## src/rtl/mu0_pkg.sv

```systemverilog
// Shared MU0 definitions: sequencer states, opcode map, fault codes and
// opcode class helpers used by the phase sequencer, base decoder and benches.
package mu0_pkg;

    typedef enum logic [2:0] {
        ST_IDLE,
        ST_FETCH,
        ST_EXEC1,
        ST_EXEC2,
        ST_EXT_WAIT,
        ST_HALTED,
        ST_FAULT
    } state_t;

    localparam logic [3:0] OP_LDA = 4'b0000;
    localparam logic [3:0] OP_STO = 4'b0001;
    localparam logic [3:0] OP_ADD = 4'b0010;
    localparam logic [3:0] OP_SUB = 4'b0011;
    localparam logic [3:0] OP_JMP = 4'b0100;
    localparam logic [3:0] OP_JGE = 4'b0101;
    localparam logic [3:0] OP_JNE = 4'b0110;
    localparam logic [3:0] OP_STP = 4'b0111;
    localparam logic [3:0] OP_AND = 4'b1000;
    localparam logic [3:0] OP_ORR = 4'b1001;
    localparam logic [3:0] OP_EOR = 4'b1010;
    localparam logic [3:0] OP_RSV = 4'b1011;
    localparam logic [3:0] OP_FBC = 4'b1100;
    localparam logic [3:0] OP_RND = 4'b1101;
    localparam logic [3:0] OP_LNK = 4'b1110;
    localparam logic [3:0] OP_BAD = 4'b1111;

    localparam logic [1:0] FC_NONE    = 2'd0;
    localparam logic [1:0] FC_ILLEGAL = 2'd1;
    localparam logic [1:0] FC_TIMEOUT = 2'd2;

    // Instructions that need a second execute phase (memory operand).
    function automatic logic is_extra(input logic [3:0] op);
        return (op == OP_LDA) || (op == OP_ADD) || (op == OP_SUB);
    endfunction

    // Instructions handed off to an extension unit with a done handshake.
    function automatic logic is_ext(input logic [3:0] op);
        return (op == OP_FBC) || (op == OP_RND) || (op == OP_LNK);
    endfunction

    // Unassigned encodings that trap.
    function automatic logic is_illegal(input logic [3:0] op);
        return (op == OP_RSV) || (op == OP_BAD);
    endfunction

    function automatic logic is_stp(input logic [3:0] op);
        return op == OP_STP;
    endfunction

    // Single execute phase instructions.
    function automatic logic is_simple(input logic [3:0] op);
        return op inside {OP_STO, OP_JMP, OP_JGE, OP_JNE, OP_AND, OP_ORR, OP_EOR};
    endfunction

endpackage

```

## src/rtl/mu0_ext_timer.sv

```systemverilog
// Extension handshake timer: counts wait cycles and flags the final
// permitted cycle so the sequencer can trap a stuck extension unit.
module mu0_ext_timer #(
    parameter int LIMIT = 16,
    parameter int TO_W  = 5
) (
    input  logic            clk,
    input  logic            rst_n,
    input  logic            clear,
    input  logic            enable,
    output logic [TO_W-1:0] count,
    output logic            expired
);

    // Count wait cycles; held at zero whenever no wait is in progress.
    always_ff @(posedge clk or negedge rst_n) begin
        if (!rst_n)
            count <= '0;
        else if (clear)
            count <= '0;
        else if (enable)
            count <= count + 1'b1;
    end

    assign expired = (count == TO_W'(LIMIT - 1));

endmodule

```

## src/rtl/mu0_phase_sequencer.sv

```systemverilog
// MU0 phase sequencer: generates one-hot Fetch/Exec1/Exec2 strobes, the
// extension unit handshake, halt/fault status and a retired-instruction count.
module mu0_phase_sequencer
    import mu0_pkg::*;
#(
    parameter int EXT_TIMEOUT = 16,
    parameter int TO_W        = 5,
    parameter int CNT_W       = 16
) (
    input  logic             clk,
    input  logic             rst_n,
    input  logic             run,
    input  logic             step_mode,
    input  logic             step,
    input  logic [3:0]       op,
    input  logic             ext_done,
    output logic             fetch,
    output logic             exec1,
    output logic             exec2,
    output logic             ext_start,
    output logic             ext_busy,
    output logic             halted,
    output logic             fault,
    output logic [1:0]       fault_code,
    output logic [CNT_W-1:0] instr_count
);

    state_t          state;
    state_t          state_nxt;
    state_t          after_retire;
    logic            retire;
    logic            fc_load;
    logic [1:0]      fc_value;
    logic [TO_W-1:0] to_count;
    logic            to_expired;

    mu0_ext_timer #(
        .LIMIT (EXT_TIMEOUT),
        .TO_W  (TO_W)
    ) u_ext_timer (
        .clk     (clk),
        .rst_n   (rst_n),
        .clear   (state != ST_EXT_WAIT),
        .enable  ((state == ST_EXT_WAIT) && !ext_done),
        .count   (to_count),
        .expired (to_expired)
    );

    // State register.
    always_ff @(posedge clk or negedge rst_n) begin
        if (!rst_n)
            state <= ST_IDLE;
        else
            state <= state_nxt;
    end

    // Next-state selection plus retire and fault-capture strobes.
    always_comb begin
        state_nxt    = state;
        retire       = 1'b0;
        fc_load      = 1'b0;
        fc_value     = FC_NONE;
        after_retire = (step_mode || !run) ? ST_IDLE : ST_FETCH;
        case (state)
            ST_IDLE: begin
                if (run && (!step_mode || step))
                    state_nxt = ST_FETCH;
            end
            ST_FETCH: begin
                state_nxt = ST_EXEC1;
            end
            ST_EXEC1: begin
                if (is_extra(op)) begin
                    state_nxt = ST_EXEC2;
                end else if (is_stp(op)) begin
                    retire    = 1'b1;
                    state_nxt = ST_HALTED;
                end else if (is_ext(op)) begin
                    state_nxt = ST_EXT_WAIT;
                end else if (is_illegal(op)) begin
                    fc_load   = 1'b1;
                    fc_value  = FC_ILLEGAL;
                    state_nxt = ST_FAULT;
                end else begin
                    retire    = 1'b1;
                    state_nxt = after_retire;
                end
            end
            ST_EXEC2: begin
                retire    = 1'b1;
                state_nxt = after_retire;
            end
            ST_EXT_WAIT: begin
                if (ext_done) begin
                    retire    = 1'b1;
                    state_nxt = after_retire;
                end else if (to_expired) begin
                    fc_load   = 1'b1;
                    fc_value  = FC_TIMEOUT;
                    state_nxt = ST_FAULT;
                end
            end
            default: begin
                state_nxt = state;
            end
        endcase
    end

    // Retired-instruction counter and sticky fault code.
    always_ff @(posedge clk or negedge rst_n) begin
        if (!rst_n) begin
            instr_count <= '0;
            fault_code  <= FC_NONE;
        end else begin
            if (retire)
                instr_count <= instr_count + 1'b1;
            if (fc_load)
                fault_code <= fc_value;
        end
    end

    // Moore output decode from the registered state.
    always_comb begin
        fetch     = 1'b0;
        exec1     = 1'b0;
        exec2     = 1'b0;
        ext_start = 1'b0;
        ext_busy  = 1'b0;
        halted    = 1'b0;
        fault     = 1'b0;
        case (state)
            ST_FETCH:    fetch  = 1'b1;
            ST_EXEC1:    exec1  = 1'b1;
            ST_EXEC2:    exec2  = 1'b1;
            ST_EXT_WAIT: begin
                ext_busy  = 1'b1;
                ext_start = (to_count == '0);
            end
            ST_HALTED:   halted = 1'b1;
            ST_FAULT:    fault  = 1'b1;
            default:     ;
        endcase
    end

endmodule

```

## config.mk

```make
export PLATFORM = sky130hd
export DESIGN_NAME = mu0_phase_sequencer
export DESIGN_NICKNAME = d
export VERILOG_FILES = /design/src/rtl/mu0_pkg.sv /design/src/rtl/mu0_ext_timer.sv /design/src/rtl/mu0_phase_sequencer.sv
export SDC_FILE = /design/constraint.sdc
export NUM_CORES = 1
export LEC_CHECK = 0
export ABC_AREA = 1
export BUFFER_PORTS_ARGS = -buffer_cell sky130_fd_sc_hd__buf_2
export CAP_MARGIN = 20
export CELL_PAD_IN_SITES_DETAIL_PLACEMENT = 0
export CELL_PAD_IN_SITES_GLOBAL_PLACEMENT = 2
export CORE_MARGIN = 8
export CORE_UTILIZATION = 28
export CTS_BUF_LIST = sky130_fd_sc_hd__clkbuf_8
export DETAILED_ROUTE_END_ITERATION = 8
export MAX_ROUTING_LAYER = met4
export PLACE_DENSITY = 0.85
export SLEW_MARGIN = 20
export SYNTH_ARGS = -nofsm -noshare
export SYNTH_HDL_FRONTEND = slang
export SYNTH_SLANG_ARGS = --single-unit
```

## constraint.sdc

```tcl
create_clock -name clk -period 1.35 [get_ports clk]
set_input_delay 0.3375 -clock clk [delete_from_list [all_inputs] [get_ports clk]]
set_output_delay 0.3375 -clock clk [all_outputs]
set_load 0.005 [all_outputs]
```

==> flow_summary.yaml, run 1 <==
outcome:
  status: "finished with violations"
  violations: "setup timing"
setup_path:
  rr_worst_depth: 11
  max_stage_delay_ps: 450
  crit_slowest_cell: "dfrtp_2"
  rrSetupSlack_ps: -110
  critical_path.endpoint_type: "output pin"
  cp_max_fo: 3
  r2r_start: "state[0]"
  cp_cell_sequence: "buf_6, nand2_4, buf_6, nor2_4, buf_2"
  arrival_ps: 1240
  crit_path_start_kind: "register"
  r2r-end: "state[0]"
  critical_path_required_ps: 1010
  cp_common_cell: "buf_6"
  crit_type: "reg2out"
yosys:
  syn_nets: 262
  netlist_instances: 248
  ys_types: 25
  yosys_warnings: 0
  synth.yosys.seq_area_share_pct: 37.36
  yosys_register_bits: 26
  synth_area_um2: 1742
  ys_top_cells_by_area: "dfrtp_1, nand2_1, nand3_1, inv_1, nor2_1"
  post-synth-top-area-cell: "dfrtp_1"
  synth_top_area_share_pct: 37.36
  avgSynthCellArea_um2: 7.023
routing:
  wl_per_cell_um: 12.73
  drt_first_iter_violations: 97
  first_pass_iters: 4
  wl_um: 5230
  postRouteAntennaNets: 0
  vias: 1820
  post_drt_via_cell_ratio: 4.428
  drc: 0
timing:
  finalMaxSlewViolations: 0
  tightest_slew_ps: 454.9
  period_minus_slack_ps: 1577
  slew_headroom_pct: 69.35
  rsz0062_at_grt: "yes"
  max_freq_ghz: 0.6340
  fin_ws_ps: -227.2
  fin_crit_sh_pct: 116.8
  finalSetupViolations: 26
  fin_skew_ps: 5.452
  hold_viol_final: 0
clock_tree:
  numCtsBuffers: 3
  root_buffer: "clkbuf_8"
  hold_buffers: 0
  clk_path_buf_depth: 2
  cts_tree: "done"
  htree_levels: 1
  clk_pin_slew_ps: 100
  clock_latency_ps: 280
  cts_sinks: 26
final_layout:
  n_fill_cell: 610
  area.growth.synth_to_final_pct: 61.06
  fin_nets: 351
  fin_util_pct: 47.10
  stdcell_count: 411
  final_layout_size_suffix_gt1_share_pct: 47.32
  diodes: 0
global_routing:
  grt_use_met3_pct: 1.429
  grt_start_max_net_pins: 27
  grt_pass1_wl_um: 8528
  gr-usage-met1_pct: 15.73
  grt_usage_pct: 12.28
  grt_busiest_layer: "met2"
  antenna_found_initial: 0
  grtUsageMet2_pct: 19.58
  grt_pass1_vias: 1766
  overflow: 0
floorplan:
  dieArea_um2: 9000
  fp.dieH_um: 94.87
  start_util_pct: 29.24
  rows: 28
  die_x_um: 94.87
  io_pins: 35
  core_area_um2: 5956
pwr:
  ir_drop_mv: 0.6721
  powerDensity_nw_per_um2: 1606
  power_leakage_nw: 1.431
worst_hold_path:
  hold_class: "in2async"
placed_design:
  dp.cells: 389
  place.gp.congestion: 0.8058
  io_buffers: 34
  hpwl_um: 3722
job:
  max_cap_violations: 0
==> worst max path at each step <==
stage	slack [ps]	endpoint	start	cells past startpoint
2_1_floorplan	20	instr_count[14]	instr_count[0]	8
3_3_place_gp	-30	instr_count[15]	op[0]	7
3_5_place_dp	-40	instr_count[14]	instr_count[1]	8
4_1_cts	-230	ext_start	u_ext_timer.count[1]	5
5_1_grt	-300	ext_start	state[1]	4
6_report	-230	fetch	state[0]	5
==> cell usage after synthesis (all sizes together) <==
cell type,number
inv,34
a21oi,2
xnor2,2
ha,4
o22ai,1
nand4,6
xor2,6
nand3,26
nor2,29
o21ai,14
nor3,7
nor4,1
dfrtp,26
buf,4
nand2,86
==> critical path: cells and delay by family (launching register included) <==
kind / cells / cell delay [ps]
flip-flops: 1 / 450
buffers and inverters: 3 / 370
AND/OR/NAND/NOR: 2 / 140
==> registers in the layout, summed over array words and instances, names as in the netlist <==
name and flops:
instr_count 16, fault_code 2, state 3, u_ext_timer.count 5
==> report_power, final <==
part | leakage [nW] | switching (W) | internal (W)
Clock | 0.0288 | 0.000260 | 0.000261
Sequential | 0.345 | 0.000185 | 0.000933
Combinational | 1.06 | 0.00138 | 0.00149
Total | 1.43 | 0.00182 | 0.00268
==> logic make-up after synthesis <==
| logic type | Yosys count | share of synthesized area, % |
|---|---|---|
| flip-flops | 26 | 37.36 |
| adder cells (fa/ha/maj) | 4 | 2.874 |
| XOR/XNOR | 8 | 4.023 |
| AO/OA/AOI/OAI | 17 | 6.250 |
| AND/OR/NAND/NOR | 155 | 39.94 |
| buffers and inverters | 38 | 9.554 |
==> layout by cell type (no fill, tap or decap), drive strengths merged <==
cell type,instances
nor2,29
o22ai,1
inv,34
nand4,6
a21oi,2
xor2,6
ha,4
nand2,86
nor4,1
buf,87
o21ai,14
dfrtp,26
nand3,26
clkbuf,5
nor3,7
xnor2,2
==> layout make-up <==
type | count | area (µm²) | share of cell area [%]
Clock buffer | 4 | 55.05 | 1.963
Inverter | 34 | 140.1 | 4.996
Multi-Input combinational cell | 184 | 1134 | 40.41
Sequential cell | 26 | 655.6 | 23.37
Tap cell | 75 | 93.84 | 3.345
Timing Repair Buffer | 88 | 726.9 | 25.91
==> through the flow <==
stage | cell area (µm²) | setup slack (ps) | TNS [ps] | power (W) | hold WS [ps]
floorplan | 1742 | 17.40 | 0 | 0.002072 | 41.91
global placement | 2262 | -28.39 | -309.6 | 0.002894 | 367.2
detailed placement | 2262 | -36.25 | -311.9 | 0.002899 | 367.5
CTS | 2618 | -225.3 | -3305 | 0.004178 | 55.42
global route | 2805 | -295.8 | -4825 | 0.004814 | 74.25
finish | 2805 | -227.2 | -2865 | 0.004504 | 51.33
==> layer usage <==
metal  vias to the layer above  part of all wire [%]
met1                       830                    49
met3                         5                   2.1
li1                        962                     -
met2                        23                    47
met4                         0                   1.3
met5                         -                     0
==> what timing repair did <==
item / in CTS / in global routing
resized for setup: 48 / 50
endpoints found under the setup margin: 12 / 35
cloned: 1 / 1
setup buffers: 15 / 5
pin swaps: 9 / 18
(Power assumes the default switching activity.)
==> inputs of run 2 (changes only) <==
--- a/config.mk
+++ b/config.mk
@@ -15,8 +15,9 @@
 export CTS_BUF_LIST = sky130_fd_sc_hd__clkbuf_8
 export DETAILED_ROUTE_END_ITERATION = 8
 export MAX_ROUTING_LAYER = met4
-export PLACE_DENSITY = 0.85
+export PLACE_DENSITY = 0.86
 export SLEW_MARGIN = 20
 export SYNTH_ARGS = -nofsm -noshare
 export SYNTH_HDL_FRONTEND = slang
+export SYNTH_HIERARCHICAL = 1
 export SYNTH_SLANG_ARGS = --single-unit
==> run 2 against run 1 <==
The flow still finishes with violations (setup timing). Cell count decreased by 5.4%. Combinational power fell by 21%. Global-route usage shrank 0.99 points. Design area down 10%. Sequential cell count unchanged. Routed wire length fell by 12%. Clock power is 1% higher. Core utilization down 3.9 points. Non-clock buffer count fell by 11. Area after synthesis is 5.5% lower. Power shrank 15%. Clock skew decreased by 2.8 ps. Largest cell class unchanged. Highest routed layer unchanged.
==> flow_summary.yaml, run 2 <==
final_layout:
  regMostFlops: "instr_count"
  largest_reg_flops: 16
  diodes: 0
  fin_nets: 328
  reg_top3: "instr_count (16), u_ext_timer/count (5), state (3)"
  stdcell_count: 389
  layout_commonest_cell: "nand2_1"
  fin_util_pct: 43.18
  final_layout_size_suffix_gt1_share_pct: 37.26
  area.growth.synth_to_final_pct: 52.62
  final_cell_mix: "nand2_1, buf_4, buf_2"
floorplan:
  start_util_pct: 28.29
  core_area_um2: 5816
  io_pins: 35
  dieArea_um2: 8585
  die_x_um: 92.66
  fp.dieH_um: 92.66
  rows: 28
timing:
  period_minus_slack_ps: 1561
  slew_headroom_pct: 79.15
  fin_crit_sh_pct: 115.6
  finalSetupViolations: 32
  finalMaxSlewViolations: 0
  fin_ws_ps: -211.0
  max_freq_ghz: 0.6406
  hold_viol_final: 0
  rsz0062_at_grt: "yes"
  fin_skew_ps: 2.612
  whs_ps: 418.3
  tightest_slew_ps: 311.1
global_routing:
  grt_pass1_wl_um: 7803
  grt_start_max_net_pins: 27
  grt_pass1_vias: 1708
  overflow: 0
  antenna_found_initial: 0
  grt_usage_pct: 11.28
setup_path:
  crit_path_start_kind: "register"
  critical_path_required_ps: 1010
  r2r-end: "state[0]"
  rr_worst_depth: 11
  startpoint: "state[1]"
  r2r_start: "u_ext_timer/count[0]"
  critical_path.endpoint_type: "output pin"
  cp_max_fo: 2
  crit_type: "reg2out"
  arrival_ps: 1220
  rrSetupSlack_ps: -200
clock_tree:
  root_buffer: "clkbuf_8"
  clock_latency_ps: 270
  clk_path_buf_depth: 2
  clk_pin_slew_ps: 90
  cts_sinks: 26
  numCtsBuffers: 3
  htree_levels: 1
  cts_tree: "done"
yosys:
  yosys_warnings: 6
  netlist_instances: 235
  synth.yosys.seq_area_share_pct: 39.54
  synth_edf_count: 0
  ys_async_sr_fraction_pct: 100.0
  ys_top_cells_by_area: "dfrtp_1, nand2_1, inv_1, nor2_1, nand3_1"
  post-synth-top-area-cell: "dfrtp_1"
  synth_commonest_cells: "nand2_1, inv_1, dfrtp_1"
  ys_types: 23
  synth.most_common_cell: "nand2_1"
  synth_top_area_share_pct: 39.54
  avgSynthCellArea_um2: 7.001
  yosys_register_bits: 26
  synth_area_um2: 1645
  syn_nets: 248
  synthFlopType: "dfrtp_1"
routing:
  vias: 1762
  drc: 0
  wl_per_cell_um: 11.85
  post_drt_via_cell_ratio: 4.530
  postRouteAntennaNets: 0
  drt_first_iter_violations: 45
  first_pass_iters: 4
  wl_um: 4610
placed_design:
  hpwl_um: 3378
  dp.cells: 367
  place.gp.congestion: 0.7978
  io_buffers: 34
pwr:
  ir_drop_mv: 0.5140
  powerDensity_nw_per_um2: 1529
  power_leakage_nw: 1.265
outcome:
  violations: "setup timing"
  status: "finished with violations"
worst_hold_path:
  hold_class: "in2reg"
  hp-start: "ext_done"
  whs_endpoint: "u_ext_timer/count[0]"
  min_delay_path_depth: 4
job:
  max_cap_violations: 0
[run 2: cell count changes after synthesis, sizes merged]
cell	previous run	this run
o22ai	1	0
buf	4	2
a21oi	2	6
xnor2	2	1
o21ai	14	17
nor2	29	27
ha	4	3
nand3	26	19
nor4	1	0
nand2	86	78
inv	34	36
nand3b	0	1
[run 2: metal layers]
layer  track usage (%)  up-vias  part of all wire (%)
met1             13.93      829                    47
met4             3.624        0                   1.6
li1                  -      903                     -
met5                 -        -                     0
met3             1.942        7                   2.6
met2             18.30       23                    49
[run 2: timing repair]
action	in CTS	in global routing
pin swaps	9	8
cloned	2	0
hold buffers	1	0
endpoints found under the hold margin	12	0
endpoints found under the setup margin	22	33
resized for setup	28	14
buffers inserted	11	6
[run 2: cells by family after synthesis]
kind of cell | Yosys count | synth area share, %
simple gates | 138 | 37.19
buf+inv | 38 | 9.582
flops | 26 | 39.54
compound gates | 23 | 7.224
xor+xnor | 7 | 4.183
fa+ha+maj | 3 | 2.282
[run 2: stage by stage]
step           TNS [ps]  setup slack [ps]  power [W]  cell area [µm²]
2_1_floorplan    -18.74            -18.74   0.001910             1660
3_3_place_gp     -244.7            -62.76   0.002603             2127
3_5_place_dp     -376.4            -87.86   0.002606             2127
4_1_cts           -3812            -234.7   0.003743             2436
5_1_grt           -6611            -340.7   0.004104             2511
6_report          -4000            -211.0   0.003839             2511
[run 2: final cells by class]
cell class                 count  area [µm²]
fill                         624        3304
clock buffer                   4       55.05
inverter                      36       140.1
timing repair buffer          77       611.8
tap                           75       93.84
sequential                    26       651.9
multi-input combinational    171       958.4
[run 2: worst max-delay path, cell delays in order, from the launching register on]
cell     delay [ps]
dfrtp_1         400
nor2_2          150
nand2_2          80
inv_2            50
nand2_1          60
nor3_2           90
buf_2           130
[run 2: worst max path at each step]
stage                       to  slack, ps  depth (start not counted)
2_1_floorplan  instr_count[14]        -20                          8
3_3_place_gp          state[0]        -60                         10
3_5_place_dp          state[0]        -90                         10
4_1_cts              ext_start       -230                          6
5_1_grt              ext_start       -340                          6
6_report             ext_start       -210                          6
[run 2: report_power, final]
| group | total [W] | internal (W) | switching [W] |
|---|---|---|---|
| sequential | 0.00104 | 0.000923 | 0.000115 |
| clock | 0.000526 | 0.000261 | 0.000265 |
| combinational | 0.00227 | 0.00123 | 0.00105 |
| total | 0.00384 | 0.00241 | 0.00143 |
